--- src/rtl/sw_debounce.sv ---
// sw_debounce: per-bit synchroniser + debounce counter with change strobe; SW_DEBOUNCE_EVENT_EN adds sticky event flags and irq
module sw_debounce #(
    parameter int WIDTH           = 8,
    parameter int SYNC_STAGES     = 2,
    parameter int DEBOUNCE_CYCLES = 4
) (
    input  logic             clk,
    input  logic             reset,
    input  logic [WIDTH-1:0] i_SW,
    output logic [WIDTH-1:0] o_SW,
    output logic             o_changed,
    input  logic [WIDTH-1:0] i_ack,
    output logic [WIDTH-1:0] o_event,
    output logic             o_irq
);
    localparam int CW = $clog2(DEBOUNCE_CYCLES + 1);
    localparam logic [CW-1:0] LAST = CW'(DEBOUNCE_CYCLES - 1);
    logic [SYNC_STAGES-1:0][WIDTH-1:0] sync_q;
    logic [WIDTH-1:0] s, flip;
    assign s = sync_q[SYNC_STAGES-1];
    always_ff @(posedge clk or negedge reset)
        if (!reset)
            sync_q <= '0;
        else
            sync_q <= {sync_q[SYNC_STAGES-2:0], i_SW};
    for (genvar i = 0; i < WIDTH; i++) begin : g_bit
        logic [CW-1:0] cnt;
        assign flip[i] = s[i] != o_SW[i] && cnt == LAST;
        // flipping at LAST keeps the count from ever passing it
        always_ff @(posedge clk or negedge reset)
            if (!reset)
                cnt <= '0;
            else
                cnt <= (s[i] == o_SW[i] || flip[i]) ? '0 : cnt + 1'b1;
    end
    always_ff @(posedge clk or negedge reset)
        if (!reset) begin
            o_SW      <= '0;
            o_changed <= 1'b0;
        end else begin
            o_SW      <= o_SW ^ flip;
            o_changed <= |flip;
        end
`ifdef SW_DEBOUNCE_EVENT_EN
    // a flip on the same edge as its ack keeps the flag set
    always_ff @(posedge clk or negedge reset)
        if (!reset)
            o_event <= '0;
        else
            o_event <= (o_event & ~i_ack) | flip;
    assign o_irq = |o_event;
`else
    logic unused_ack;
    assign unused_ack = ^i_ack;
    assign o_event    = '0;
    assign o_irq      = 1'b0;
`endif
endmodule

--- config.mk ---
export PLATFORM = sky130hd
export DESIGN_NAME = sw_debounce
export DESIGN_NICKNAME = d
export VERILOG_FILES = /design/src/rtl/sw_debounce.sv
export SDC_FILE = /design/constraint.sdc
export NUM_CORES = 1
export LEC_CHECK = 0
export ABC_CLOCK_PERIOD_IN_PS = 1300
export BUFFER_PORTS_ARGS = -buffer_cell sky130_fd_sc_hd__buf_2
export CAP_MARGIN = 0
export CORE_AREA = 2 2 68 70
export CTS_CLUSTER_SIZE = 40
export DETAILED_ROUTE_END_ITERATION = 8
export DIE_AREA = 0 0 70 72
export PLACE_DENSITY = 0.68
export SLEW_MARGIN = 20
export SYNTH_ARGS = -nofsm -noshare
export SYNTH_HDL_FRONTEND = slang
export SYNTH_SLANG_ARGS = --single-unit
--- constraint.sdc ---
create_clock -name clk -period 1.3 [get_ports clk]
set_clock_uncertainty 0.15 [all_clocks]
set_input_delay 0.065 -clock clk [delete_from_list [all_inputs] [get_ports clk]]
set_output_delay 0.065 -clock clk [all_outputs]
set_load 0.005 [all_outputs]
==> metrics.md <==
| Metric | Value |
|---|---|
| Lkg Pwr | ~1.2 nW |
| Clk sinks | between 40 and 50 |
| Die height | 72 µm |
| Distinct cell type count after synthesis | 11 |
| Place WS | -152 ps |
| Total grt overflow | 0 |
| Critical Path RT | 1320 ps |
| Final min period | approximately 1300 ps |
| PD cells | roughly 2000 nW/µm² |
| Critical path fanouts, max | 3 |
| Vias in the first global route | 1118 |
| Site Rows | 24 |
| CTS tree | built |
| Die W | 70 µm |
| Post-Route WL | ~2.9 mm |
| Max VDD drop | 0.00133 V |
| Vias | around 1100 |
| Worst-path clk slew | 80 ps |
| Seq/Total Area, Yosys | between 60% and 70% |
| Routed len/inst | between 10 and 15 µm |
| Arr. time, crit path | approximately 1400 ps |
| Fin Setup TNS | -74.3 ps |
| Final instance area | 2440 µm² |
| PortBufs | 18 |
| Hold Crit Class | in2async |
| CP Launch Point | g_bit[3].cnt[0] |
| Max cap viols | 0 |
| GRT Util Overall | 12.8% |
| Yosys top cell by area | dfrtp_1 |
| RSZ-0062 raised after global routing | yes |
| Synth warn | 0 |
| DR vias/cell | about 4.6 |
| Diode count | 0 |
| GPL Wtd Cong | 0.695 |
| Synth Cell Area | around 1900 µm² |
| Startpoint Class | flip-flop |
| Layout cells sized above 1 | roughly 34% |
| Count of antenna-violating nets left after detailed routing | 0 |
| Area Growth Syn to Fin | 29.0% |
| Main synth FF type | dfrtp_1 |
| Max Freq | ~750 MHz |
| Synth async-reset ratio | 100% |
| Worst hold margin | around 120 ps |
| Setup-failing EPs final | 6 |
| Die ar. | 5040 µm² |
| Clk root buf | clkbuf_8 |
| Clock tree buffer depth | 2 |
| Crit Reg-Reg Startpoint | g_bit[3].cnt[0] |
| Final hold vios | 0 |
| Status | complete, but fails checks |
| Largest net degree at the start of global routing | 50 |
| Final non-filler cell total | 234 |
| Worst Setup Path Type | reg2reg |
| Mapped Cells | 144 |
| H-tree Lvls | 2 |
| Failing checks | negative setup slack |
| Total CTS buffers | 5 |
| # placed instances | 214 |
| Synthesis-stage register bit count | 49 |
| Boundary Pins | 36 |
| Synth Area per Inst | roughly 13 µm² |
| DR pass1 iterations | 3 |
| Most common cell in the netlist | dfrtp_1 |
| Post-synth EDFFs | 0 |
| Crit end category | flip-flop |
| Initial Utilization | between 40% and 50% |
| First-pass GRT wire length | 4.88 mm |
| Post-route clock period utilization | 103% |
| Initial antenna violation count | 0 |
| Final nets | about 220 |
| Initial DRC count | 18 |
| Placeable Area | around 4300 µm² |
| Worst setup margin | -37.5 ps |
| Placed inst area | 2050 µm² |
| Max-slew violation count | 0 |
| DRC violations left | 0 |
| Post-DP HPWL | around 1.8 mm |
| Post-synth top area share | roughly 65% |
| Synth top cells by count | dfrtp_1, nor2_1, ha_1, inv_1, buf_4 |
| Clk Latency, worst-skew pair | about 300 ps |
| Area contributors post-synth | dfrtp_1, ha_1, mux2_1 |
## path summary, 6_finish.rpt
kind,endpoint,cells past startpoint,slack (ps)
hold reg to reg,s[2],0,210
min in group clk,s[2],0,210
setup reg to reg,o_changed,4,-40
hold / removal,s[0],3,120
setup / recovery,o_changed,4,-40
max in group asynchronous,s[1],3,660
## logic make-up after synthesis
family | synth area share [%]
compound gates | 1.59
xor+xnor | 3.70
fa+ha+maj | 10.6
buf+inv | 6.74
flops | 64.7
mux | 4.76
other cells | 0.198
simple gates | 7.73
## what timing repair did
action / 4_1_cts / 5_1_grt
setup endpoints to repair: 10 / 21
hold buffers: 9 / 0
hold endpoints to repair: 57 / 0
pin swaps: 18 / 6
gates resized for setup: 25 / 8
buffers inserted: 1 / 4
## worst max-delay path, stage by stage (launching register included)
cell     delay (ps)
dfrtp_1         390
ha_2            200
ha_4            170
a22oi_2         180
nand4_1         120
## layout by cell type (no fill, tap or decap), drive strengths merged
cell         instances
ha                  16
nand2b               8
conb                 9
nand4                1
buf                 24
inv                 16
a22oi                4
clkinv               1
xor2                 8
clkbuf               5
mux2                 8
dlygate4sd3          9
nor2                24
dfrtp               49
## where the power goes
group / internal (W) / switching, W
registers: 0.00195 / 0.000274
logic: 0.000923 / 0.000788
clock network: 0.000354 / 0.000454
total: 0.00323 / 0.00152
## per-layer routing
layer / track usage, % / share of wire (%) / up-vias
met4: 6.41 / 2.2 / 0
met1: 14.3 / 41 / 529
li1: - / - / 510
met3: 3.75 / 3.7 / 5
met5: 0 / 0 / -
met2: 22.5 / 53 / 23
## layout make-up
cell class / instances / area (µm²)
fillers: 358 / 1820
clock inverters: 1 / 5.00
well taps: 52 / 65.1
flip-flops and latches: 49 / 1230
clock buffers: 5 / 68.8
repair buffers: 33 / 238
multi-input cells: 78 / 781
inverters: 16 / 60.1
## stage by stage
| stage | power, W | utilization, % |
|---|---|---|
| after floorplan | 0.00300 | - |
| after global placement | 0.00328 | 48.1 |
| after detailed placement | 0.00341 | 48.1 |
| after CTS | 0.00453 | 55.3 |
| after global routing | 0.00512 | 57.3 |
| final | 0.00475 | 57.3 |
Power figures use the tool's default switching activity.
